File: src/rtl/ntt_pkg.sv
// ---------------------------------------------------------------------------
// ntt_pkg
// Shared constants and types for the NTT coefficient loader slice.
//   N        : coefficients per frame
//   W        : coefficient / omega / modulus width
//   FRAME_W  : packed frame width (N*W)
//   SLOT_W   : width of the slot counter
//   state_t  : loader FSM state encoding
//   slot_lo(): lowest bit of a slot inside the packed frame
// ---------------------------------------------------------------------------
package ntt_pkg;

   localparam int N           = 8;
   localparam int W           = 8;
   localparam int FRAME_W     = N * W;
   localparam int SLOT_W      = $clog2(N);
   localparam int SLOT_STRIDE = W;

   typedef enum logic [1:0] {
      IDLE   = 2'd0,
      LOAD   = 2'd1,
      REDUCE = 2'd2,
      OUT    = 2'd3
   } state_t;

   // Slot k occupies bits [k*w + w-1 : k*w] of the packed frame.
   function automatic int slot_lo(input int slot, input int w);
      return slot * w;
   endfunction

endpackage

File: src/rtl/ntt_mod_reduce_seq.sv
// ---------------------------------------------------------------------------
// ntt_mod_reduce_seq
// Sequential restoring-remainder unit: value mod m, one bit per cycle, MSB
// first. A start pulse loads the operand; done is asserted during the W-th
// working cycle, with rem already holding the final remainder in that cycle.
//   clk, rst : clock, synchronous active-high reset
//   start    : load value and begin reduction
//   value    : unsigned operand
//   mod      : modulus (non-zero, stable for the whole reduction)
//   done     : high for exactly one cycle, W cycles after start
//   rem      : value mod mod, valid while done is high
// ---------------------------------------------------------------------------
module ntt_mod_reduce_seq #(
   parameter int W = 8
) (
   input  logic         clk,
   input  logic         rst,
   input  logic         start,
   input  logic [W-1:0] value,
   input  logic [W-1:0] mod,
   output logic         done,
   output logic [W-1:0] rem
);
   import ntt_pkg::*;

   localparam int CW = (W > 1) ? $clog2(W) : 1;

   logic          busy;
   logic [CW-1:0] cnt;
   logic [W-1:0]  val_sh;
   logic [W-1:0]  rem_q;
   logic [W:0]    shifted;
   logic          ge;

   // One restoring step: rem_q < mod always, so shifted < 2*mod fits W+1 bits
   // and a single conditional subtract restores the invariant.
   always_comb begin
      shifted = {rem_q, val_sh[W-1]};
      ge      = (shifted >= {1'b0, mod});
      rem     = ge ? W'(shifted - {1'b0, mod}) : shifted[W-1:0];
      done    = busy && (cnt == CW'(W - 1));
   end

   always_ff @(posedge clk) begin
      if (rst) begin
         busy <= 1'b0;
         cnt  <= '0;
      end else if (start) begin
         busy <= 1'b1;
         cnt  <= '0;
      end else if (busy) begin
         cnt <= cnt + CW'(1);
         if (done) begin
            busy <= 1'b0;
         end
      end
   end

   // Operand shift register and partial remainder carry no reset.
   always_ff @(posedge clk) begin
      if (start) begin
         val_sh <= value;
         rem_q  <= '0;
      end else if (busy) begin
         val_sh <= {val_sh[W-2:0], 1'b0};
         rem_q  <= rem;
      end
   end

endmodule

File: src/rtl/ntt_coeff_loader.sv
// ---------------------------------------------------------------------------
// ntt_coeff_loader
// Input stage for the 8-point NTT core. Latches (omega, mod) on start,
// accepts coefficients over valid/ready, reduces each one modulo mod with a
// bit-serial remainder unit and packs N results into one frame word.
//   clk, rst            : clock, synchronous active-high reset
//   start               : begin a frame (honoured only in IDLE)
//   cfg_omega, cfg_mod  : configuration latched on an accepted start
//   cfg_err             : one-cycle pulse when start carried cfg_mod==0
//   s_valid/s_ready     : coefficient handshake
//   s_coeff, s_last     : raw coefficient and early end-of-frame marker
//   m_valid/m_ready     : frame handshake
//   m_data              : packed frame, slot k at bits [W*k+W-1:W*k]
//   m_omega, m_mod      : configuration of this frame
//   m_short             : frame closed early by s_last, tail zero-padded
// ---------------------------------------------------------------------------
module ntt_coeff_loader #(
   parameter int N = 8,
   parameter int W = 8
) (
   input  logic           clk,
   input  logic           rst,
   input  logic           start,
   input  logic [W-1:0]   cfg_omega,
   input  logic [W-1:0]   cfg_mod,
   output logic           cfg_err,
   input  logic           s_valid,
   output logic           s_ready,
   input  logic [W-1:0]   s_coeff,
   input  logic           s_last,
   output logic           m_valid,
   input  logic           m_ready,
   output logic [N*W-1:0] m_data,
   output logic [W-1:0]   m_omega,
   output logic [W-1:0]   m_mod,
   output logic           m_short
);
   import ntt_pkg::*;

   localparam int SW = (N > 1) ? $clog2(N) : 1;

   state_t        state;
   state_t        state_next;
   logic [SW-1:0] slot;
   logic          last_q;

   logic          cfg_ok;
   logic          cfg_bad;
   logic          coeff_acc;
   logic          slot_wr;
   logic          slot_full;

   logic          red_done;
   logic [W-1:0]  red_rem;

   // m_mod is the latched modulus and stays stable for the whole frame.
   ntt_mod_reduce_seq #(
      .W(W)
   ) u_reduce (
      .clk  (clk),
      .rst  (rst),
      .start(coeff_acc),
      .value(s_coeff),
      .mod  (m_mod),
      .done (red_done),
      .rem  (red_rem)
   );

   // State register
   always_ff @(posedge clk) begin
      if (rst) begin
         state <= IDLE;
      end else begin
         state <= state_next;
      end
   end

   // Next-state logic
   always_comb begin
      state_next = state;
      case (state)
         IDLE: begin
            if (start && (cfg_mod != '0)) begin
               state_next = LOAD;
            end
         end
         LOAD: begin
            if (s_valid && s_ready) begin
               state_next = REDUCE;
            end
         end
         REDUCE: begin
            if (red_done) begin
               state_next = (slot_full || last_q) ? OUT : LOAD;
            end
         end
         OUT: begin
            if (m_valid && m_ready) begin
               state_next = IDLE;
            end
         end
         default: state_next = IDLE;
      endcase
   end

   // Output / strobe decode
   always_comb begin
      cfg_ok    = (state == IDLE) && start && (cfg_mod != '0);
      cfg_bad   = (state == IDLE) && start && (cfg_mod == '0);
      coeff_acc = (state == LOAD) && s_valid && s_ready;
      slot_wr   = (state == REDUCE) && red_done;
      slot_full = (slot == SW'(N - 1));
   end

   // Registered handshakes follow the next state so that s_ready and m_valid
   // are flops yet line up exactly with LOAD and OUT.
   always_ff @(posedge clk) begin
      if (rst) begin
         cfg_err <= 1'b0;
         s_ready <= 1'b0;
         m_valid <= 1'b0;
         m_short <= 1'b0;
         m_data  <= '0;
         m_omega <= '0;
         m_mod   <= '0;
         slot    <= '0;
         last_q  <= 1'b0;
      end else begin
         cfg_err <= cfg_bad;
         s_ready <= (state_next == LOAD);
         m_valid <= (state_next == OUT);

         if (cfg_ok) begin
            m_omega <= cfg_omega;
            m_mod   <= cfg_mod;
            m_data  <= '0;
            m_short <= 1'b0;
            slot    <= '0;
         end

         if (coeff_acc) begin
            last_q <= s_last;
         end

         // s_last on the final slot is redundant: the frame is full anyway
         // and is not flagged short.
         if (slot_wr) begin
            m_data[slot_lo(int'(slot), W) +: W] <= red_rem;
            if (!slot_full) begin
               if (last_q) begin
                  m_short <= 1'b1;
               end else begin
                  slot <= slot + SW'(1);
               end
            end
         end
      end
   end

endmodule

File: config.mk
export PLATFORM = sky130hd
export DESIGN_NAME = ntt_coeff_loader
export DESIGN_NICKNAME = d
export VERILOG_FILES = /design/src/rtl/ntt_pkg.sv /design/src/rtl/ntt_mod_reduce_seq.sv /design/src/rtl/ntt_coeff_loader.sv
export SDC_FILE = /design/constraint.sdc
export NUM_CORES = 1
export LEC_CHECK = 0
export BUFFER_PORTS_ARGS = -buffer_cell sky130_fd_sc_hd__clkbuf_2
export CAP_MARGIN = 10
export CORE_MARGIN = 2
export CORE_UTILIZATION = 35
export DETAILED_ROUTE_END_ITERATION = 6
export PLACE_DENSITY_LB_ADDON = 0.25
export SYNTH_ARGS = -nofsm -noshare
export SYNTH_HDL_FRONTEND = slang
export SYNTH_SLANG_ARGS = --single-unit
File: constraint.sdc
create_clock -name clk -period 5.1 [get_ports clk]
set_clock_uncertainty 0.15 [all_clocks]
set_input_delay 1.02 -clock clk [delete_from_list [all_inputs] [get_ports clk]]
set_output_delay 1.02 -clock clk [all_outputs]
set_load 0.05 [all_outputs]
[Word level (Yosys, flattened, before mapping)]
Cells that the tools add are included.
W data, S select, Z words.
Operators by class
  reductions and logical operators: 16
  equality and inequality tests: 7
  multiply operators: 0
  muxes and demuxes: 24
  magnitude comparators: 1
  shift operators: 2
  add/sub/neg operators: 4
  div/mod/pow operators: 0
  bitwise logic cells: 0
Operator list (count)
  $mux W64: 3
  $bwmux W64: 1
  $shift A8 B33 Y64 const A: 1
  $shiftx A8 B33 Y64: 1
  $neg A6 Y33: 1
  $mux W8: 3
  $mux W3: 4
  $logic_and A1 B1 Y1: 10
  $mux W2: 5
  $ge A9 B8 Y1: 1
  $logic_not A8 Y1: 1
  $pmux W2 S4: 1
  $reduce_bool A8 Y1: 1
  $sub A8 B8 Y8: 1
  $mux W1: 7
  $add A3 B1 Y3 const B: 2
  $eq A2 B2 Y1 const B: 3
  $eq A3 B3 Y1 const B: 2
  $eq A2 B1 Y1 const B: 2
  $logic_not A2 Y1: 1
  $reduce_bool A2 Y1: 1
  $reduce_or A2 Y1: 1
  $logic_or A1 B1 Y1: 1
Word-level totals
  flip-flop bits (word level): 110
  input bits: 30
  memory bits (writable): 0
  memory bits (read-only): 0
  memories: 0
  latch bits: 0
  output and inout bits: 84

[Depth between registers and ports, before layout]
  depth in word-level cells: 7
  gate-level depth with buffers: 10

[Cells and area by module]
A second synthesis with hierarchy kept.
Second synthesis, totals
  cells, all modules: 546
  area, all modules: 5014.8 um2
By module, submodules not included
  ntt_coeff_loader: times used 1, seq. area each 1801.7 um2, area each 3539.6 um2, cells an instance 387
  ntt_mod_reduce_seq: times used 1, seq. area each 480.5 um2, area each 1475.2 um2, cells an instance 159

[Least setup slack after synthesis]
OpenSTA, ideal clock, no wires.
  kind: flip-flop to flip-flop
  start point: reg m_mod[3]
  end point: reg m_data[24]
  arrival time: 2474 ps
  path slack: 2406 ps
  library setup time: 71 ps
  cell stages (with the launch flop): 11
  clock period less this slack: 2694 ps
  buffers on the path: 2
  cell sequence: dfxtp_1 inv_1 ha_1 a21o_1 a21oi_2 o21ai_2 a21o_1 buf_6 buf_6 mux2_4 o2bb2ai_2
On the way
  cells in the longest elaborated chain, start to end: 5
  elaborated cells on any way between the ends: 6
  classes of those cells: add/sub: 1; order compare: 1; shift: 1; mux: 3
RTL lines
  start: declaration: line ntt_coeff_loader.sv:35  | output logic [W-1:0] m_mod,
  start signal: assignment: line ntt_coeff_loader.sv:135  | m_mod <= cfg_mod;
  $sub A8 B8 Y8 / $ge A9 B8 Y1 (equally long branches): line ntt_mod_reduce_seq.sv:40, ntt_mod_reduce_seq.sv:39
  $mux W8 (*): line ntt_mod_reduce_seq.sv:40  | rem = ge ? W'(shifted - {1'b0, mod}) : shifted[W-1:0];
  $shiftx A8 B33 Y64 (*): line ntt_coeff_loader.sv:148  | m_data[slot_lo(int'(slot), W) +: W] <= red_rem;
  $bwmux W64 (*): line ntt_coeff_loader.sv:148
  $mux W64 (*): line ntt_coeff_loader.sv:147  | if (slot_wr) begin
  end signal: indexed assignment: line ntt_coeff_loader.sv:148
  end: declaration: line ntt_coeff_loader.sv:33  | output logic [N*W-1:0] m_data,
Every way passes the cells marked *; elsewhere a longest branch is shown, timed or not.
A chain may end at the register's enable or synchronous reset.

[Final worst setup path]
  start point: reg u_reduce.busy
  end point: reg m_data[34]
On the way
  cells in the longest elaborated chain, start to end: 3
RTL lines
  start: declaration: line ntt_mod_reduce_seq.sv:28  | logic busy;
  start signal: assignment: line ntt_mod_reduce_seq.sv:46  | busy <= 1'b0;
  start signal: assignment: line ntt_mod_reduce_seq.sv:49  | busy <= 1'b1;
  start signal: assignment: line ntt_mod_reduce_seq.sv:54  | busy <= 1'b0;
  $logic_and A1 B1 Y1: line ntt_mod_reduce_seq.sv:41  | done = busy && (cnt == CW'(W - 1));
  $logic_and A1 B1 Y1: line ntt_coeff_loader.sv:111  | slot_wr = (state == REDUCE) && red_done;
  $mux W64: line ntt_coeff_loader.sv:147
Every way passes these cells.

==> impl_table.tex <==
\begin{tabular}{lr}
\hline
Metric & Value \\
\hline
\multicolumn{2}{l}{\textbf{Setup path}} \\
\quad Crit Path Class & flip-flop to flip-flop \\
\quad Worst EP required & about 5200 ps \\
\quad Maximum single-stage delay on the critical path & 910 ps \\
\quad Sequence of cells on the critical path & nand4b\_1 -> nor3b\_2 -> nor2b\_1 -> nand2\_1 -> o2bb2ai\_1 \\
\quad Maximum fanout count along the critical path & 22 \\
\quad Largest delay share family, worst path & simple AND/OR/NAND/NOR gates \\
\quad Crit path DAT & roughly 3300 ps \\
\quad Nature of the critical path startpoint & flip-flop \\
\quad Highest-delay cell along the critical path & sky130\_fd\_sc\_hd\_\_nor3b\_2 \\
\quad Worst path buffer plus inverter count & 0 \\
\quad Endpoint kind of the worst setup timing path & flip-flop \\
\multicolumn{2}{l}{\textbf{STA}} \\
\quad Tightest Pin Transition & a little over 1000 ps \\
\quad Unrepaired setup endpoints after global routing & no \\
\quad Accumulated negative setup slack & 0 ps \\
\quad Top achievable clock speed & between 300 and 400 MHz \\
\quad Min Tclk post-route & $\sim$3100 ps \\
\quad Final hold viol count & 0 \\
\quad Final Max Slew Viols & 0 \\
\quad Remaining max-slew budget at the tightest pin & 32.26\% \\
\quad Share of the clock period used by the worst path after layout & roughly 62\% \\
\quad Final setup vio count & 0 \\
\multicolumn{2}{l}{\textbf{CTS}} \\
\quad Clock-pin slew of the registers on the worst-case setup and hold paths & 80 ps \\
\quad Longest Clk Path Bufs & 2 \\
\quad Total number of clock tree sinks & 110 \\
\quad CTS HTree Levels & 3 \\
\quad Cts hold-fix bufs & 0 \\
\quad CTS tree & yes \\
\quad Total clock buffers created by CTS & 9 \\
\quad Number of post-CTS setup repair buffers & 0 \\
\quad CTS-repair resized insts & 0 \\
\quad Worst-skew pair later-pin latency & about 350 ps \\
\quad CTS Root Cell & sky130\_fd\_sc\_hd\_\_clkbuf\_16 \\
\multicolumn{2}{l}{\textbf{Place}} \\
\quad Half-perimeter wire length after placement & 8423 µm \\
\quad Placed insts & between 700 and 800 \\
\quad PortBufs & between 100 and 150 \\
\quad Area post-placement & $\sim$5300 µm² \\
\quad Weighted congestion at the end of routability-driven global placement & 0.8054 \\
\multicolumn{2}{l}{\textbf{Finish}} \\
\quad Cell area after layout & around 5600 µm² \\
\quad Non-filler instance count after layout & 750 \\
\quad Sequential cell area & around 2300 µm² \\
\quad Number of filler cells placed in the layout & between 1000 and 1500 \\
\quad Share of layout cells above drive strength 1 & between 20\% and 30\% \\
\quad Layout Area Growth over Synthesis & 21.99\% \\
\quad Final antenna diode count & 0 \\
\quad Area of the multi-input gates & about 2200 µm² \\
\quad Layout Nets & a little over 600 \\
\multicolumn{2}{l}{\textbf{Routing}} \\
\quad Met2 WL & around 5700 µm \\
\quad Topmost layer with routed signal wires & met4 \\
\quad M1 WL & around 5500 µm \\
\quad Wire length per cell after detailed routing & 15.80 µm \\
\quad Iteration count of the initial detailed-routing pass & 4 \\
\quad Total number of vias & around 3800 \\
\quad Initial detailed-routing violation count & 190 \\
\quad Detailed route wirelength on metal3 & approximately 380 µm \\
\quad Post-detailed-route via-to-cell ratio & 5.100 \\
\quad Number of routed nets with antenna violations & 0 \\
\quad DRC viols & 0 \\
\quad Drt total wl & $\sim$12000 µm \\
\multicolumn{2}{l}{\textbf{Floorplanning}} \\
\quad Top Ports & around 110 \\
\quad Number of rows in the core area & 41 \\
\quad Starting density of the core & 36.18\% \\
\quad Die extent in x & 118.7 µm \\
\quad Area of the die & between 10000 and 15000 µm² \\
\quad Die span in y & about 120 µm \\
\quad Area of the core region & around 13000 µm² \\
\multicolumn{2}{l}{\textbf{Logic synthesis}} \\
\quad Dominant synthesized flop cell & sky130\_fd\_sc\_hd\_\_dfxtp\_1 \\
\quad Nets in the synthesized netlist & 513 \\
\quad Yosys top cell by area & sky130\_fd\_sc\_hd\_\_dfxtp\_1 \\
\quad Number of register bits inferred by synthesis & 110 \\
\quad Synthesis warning total & 0 \\
\quad Post-synth EDFFs & 8 \\
\quad Post-synthesis instance area & between 4000 and 5000 µm² \\
\quad Proportion of synthesized flip-flops having asynchronous set or reset & 0\% \\
\quad Post-Syn Instances & 465 \\
\quad Largest cells by area after synthesis & sky130\_fd\_sc\_hd\_\_dfxtp\_1 44\%, sky130\_fd\_sc\_hd\_\_o2bb2ai\_1 9.3\%, sky130\_fd\_sc\_hd\_\_nand2\_1 6.2\%, sky130\_fd\_sc\_hd\_\_edfxtp\_1 5.2\%, sky130\_fd\_sc\_hd\_\_a21oi\_1 5.0\% \\
\quad Top cell type's share of synthesized area & approximately 44\% \\
\quad Library cells used by synthesis & 50 \\
\quad Sequential element share of the synthesized area & 49.58\% \\
\quad Mapped Avg Cell Area & roughly 9.9 µm² \\
\multicolumn{2}{l}{\textbf{Hold path}} \\
\quad Min-delay worst type & flip-flop to flip-flop \\
\multicolumn{2}{l}{\textbf{GRT}} \\
\quad Wire length of the first global-routing pass & between 15000 and 20000 µm \\
\quad Total routing usage reported by global routing & between 10\% and 20\% \\
\quad Maximum number of pins on one net before global-route repair & roughly 40 \\
\quad Number of global-route vias before repair & 3747 \\
\quad Overall overflow remaining after global route & 0 \\
\quad Antenna violations before repair & 0 \\
\multicolumn{2}{l}{\textbf{Flow run}} \\
\quad MaxCap Viol Count & 0 \\
\multicolumn{2}{l}{\textbf{Power and ir drop}} \\
\quad Max rail drop VDD & about 0.19 mV \\
\quad Static leakage power & 2.289 nW \\
\quad Power per unit of standard cell area & roughly 460 nW/µm² \\
\multicolumn{2}{l}{\textbf{Outcome}} \\
\quad Outcome & finished clean \\
\hline
\end{tabular}
## flip-flops by register name, summed over array words and instances, names as in the netlist
register,flops
last_q,1
s_ready,1
state,2
cfg_err,1
m_short,1
m_data,64
slot,3
u_reduce.busy,1
u_reduce.val_sh,8
m_mod,8
m_valid,1
u_reduce.cnt,3
u_reduce.rem_q,8
m_omega,8
## cells by family (layout without fill, tap and decap cells)
logic type / after synthesis / in the layout / share of synthesized area [%]
AOI/OAI and AO/OA: 140 / 140 / 22.67
xor gates and xnor gates: 6 / 6 / 1.142
adders and majority gates: 18 / 18 / 5.056
buffers and inverters: 37 / 150 / 3.425
DFF: 110 / 110 / 49.58
muxes: 9 / 9 / 2.745
and+or+nand+nor: 145 / 145 / 15.38
## cell usage in the layout, fill, tap and decap left out, types with 3 or more instances in the layout
cell type / synthesis / routed
sky130_fd_sc_hd__xnor2_1: 4 / 4
sky130_fd_sc_hd__dfxtp_1: 102 / 102
sky130_fd_sc_hd__nand4_1: 7 / 7
sky130_fd_sc_hd__nor3b_1: 5 / 5
sky130_fd_sc_hd__a41oi_1: 5 / 5
sky130_fd_sc_hd__a211oi_1: 4 / 4
sky130_fd_sc_hd__ha_1: 17 / 17
sky130_fd_sc_hd__nand3_1: 8 / 8
sky130_fd_sc_hd__clkbuf_2: 0 / 113
sky130_fd_sc_hd__and2_1: 3 / 3
sky130_fd_sc_hd__mux2i_2: 5 / 5
sky130_fd_sc_hd__nor3_1: 5 / 5
sky130_fd_sc_hd__o2bb2ai_2: 8 / 8
sky130_fd_sc_hd__clkbuf_16: 0 / 9
sky130_fd_sc_hd__inv_1: 16 / 16
sky130_fd_sc_hd__and3_1: 8 / 8
sky130_fd_sc_hd__nand2b_1: 5 / 5
sky130_fd_sc_hd__nor2_1: 11 / 11
sky130_fd_sc_hd__buf_4: 0 / 5
sky130_fd_sc_hd__nand2_1: 76 / 76
sky130_fd_sc_hd__a21oi_1: 46 / 46
sky130_fd_sc_hd__o21ai_0: 10 / 10
sky130_fd_sc_hd__o2bb2ai_1: 49 / 49
sky130_fd_sc_hd__nor2b_1: 5 / 5
sky130_fd_sc_hd__edfxtp_1: 8 / 8
sky130_fd_sc_hd__a21o_1: 3 / 3
## synthesized netlist by cell type (3+ instances only)
library cell	count
sky130_fd_sc_hd__and2_1	3
sky130_fd_sc_hd__ha_1	17
sky130_fd_sc_hd__o2bb2ai_2	8
sky130_fd_sc_hd__dfxtp_1	102
sky130_fd_sc_hd__xnor2_1	4
sky130_fd_sc_hd__mux2i_2	5
sky130_fd_sc_hd__a211oi_1	4
sky130_fd_sc_hd__a41oi_1	5
sky130_fd_sc_hd__nor3_1	5
sky130_fd_sc_hd__o21ai_0	10
sky130_fd_sc_hd__inv_1	16
sky130_fd_sc_hd__buf_2	3
sky130_fd_sc_hd__nor2_1	11
sky130_fd_sc_hd__clkbuf_1	13
sky130_fd_sc_hd__a21oi_1	46
sky130_fd_sc_hd__and3_1	8
sky130_fd_sc_hd__nor3b_1	5
sky130_fd_sc_hd__nor2b_1	5
sky130_fd_sc_hd__edfxtp_1	8
sky130_fd_sc_hd__o2bb2ai_1	49
sky130_fd_sc_hd__a21o_1	3
sky130_fd_sc_hd__nand2_1	76
sky130_fd_sc_hd__nand4_1	7
sky130_fd_sc_hd__buf_1	3
sky130_fd_sc_hd__nand3_1	8
sky130_fd_sc_hd__nand2b_1	5
## final timing paths
check,startpoint,to,slack [ps],depth (start not counted)
max reg2reg,u_reduce.busy$_SDFF_PP0_,m_data[34]$_SDFF_PP0_,1960,5
min reg2reg,m_omega[7]$_SDFFE_PP0P_,m_omega[7]$_SDFFE_PP0P_,310,2
max,u_reduce.busy$_SDFF_PP0_,m_data[34]$_SDFF_PP0_,1960,5
min,m_omega[7]$_SDFFE_PP0P_,m_omega[7]$_SDFFE_PP0P_,310,2
## metal layers
metal	GRT usage [%]	vias to the layer above
li1	-	1923
met1	22.41	1801
met2	28.27	82
met3	2.172	19
met4	6.845	0
met5	0	-
## where the power goes
group | internal (W) | switching, W | leakage (nW) | total, W
clock network | 0.000353 | 0.000335 | 0.138 | 0.000688
registers | 0.000915 | 0.0000487 | 0.899 | 0.000964
logic | 0.000274 | 0.000651 | 1.25 | 0.000925
total | 0.00154 | 0.00103 | 2.29 | 0.00258
## worst min-delay path, stage by stage (launching register included)
cell and delay (ps):
sky130_fd_sc_hd__dfxtp_1 310, sky130_fd_sc_hd__nand2_1 50, sky130_fd_sc_hd__a21oi_1 50
## area by class of cell
type | instances | share of cell area [%]
Tap cell | 172 | 3.832
Sequential cell | 110 | 40.64
Clock inverter | 6 | 0.9358
Inverter | 16 | 1.070
Multi-Input combinational cell | 318 | 38.52
Timing Repair Buffer | 118 | 10.74
Clock buffer | 10 | 4.256
## metrics by stage
step	power (W)	hold slack [ps]	setup WS, ps	util, %
finish	0.002576	310.4	1957	44.14
CTS	0.002588	313.7	1994	44.14
global placement	0.001893	296.2	1925	41.85
floorplan	0.001631	294.9	2406	-
detailed placement	0.001903	299.9	1892	41.85
global route	0.002715	328.4	1647	44.14
(Power assumes the default switching activity.)
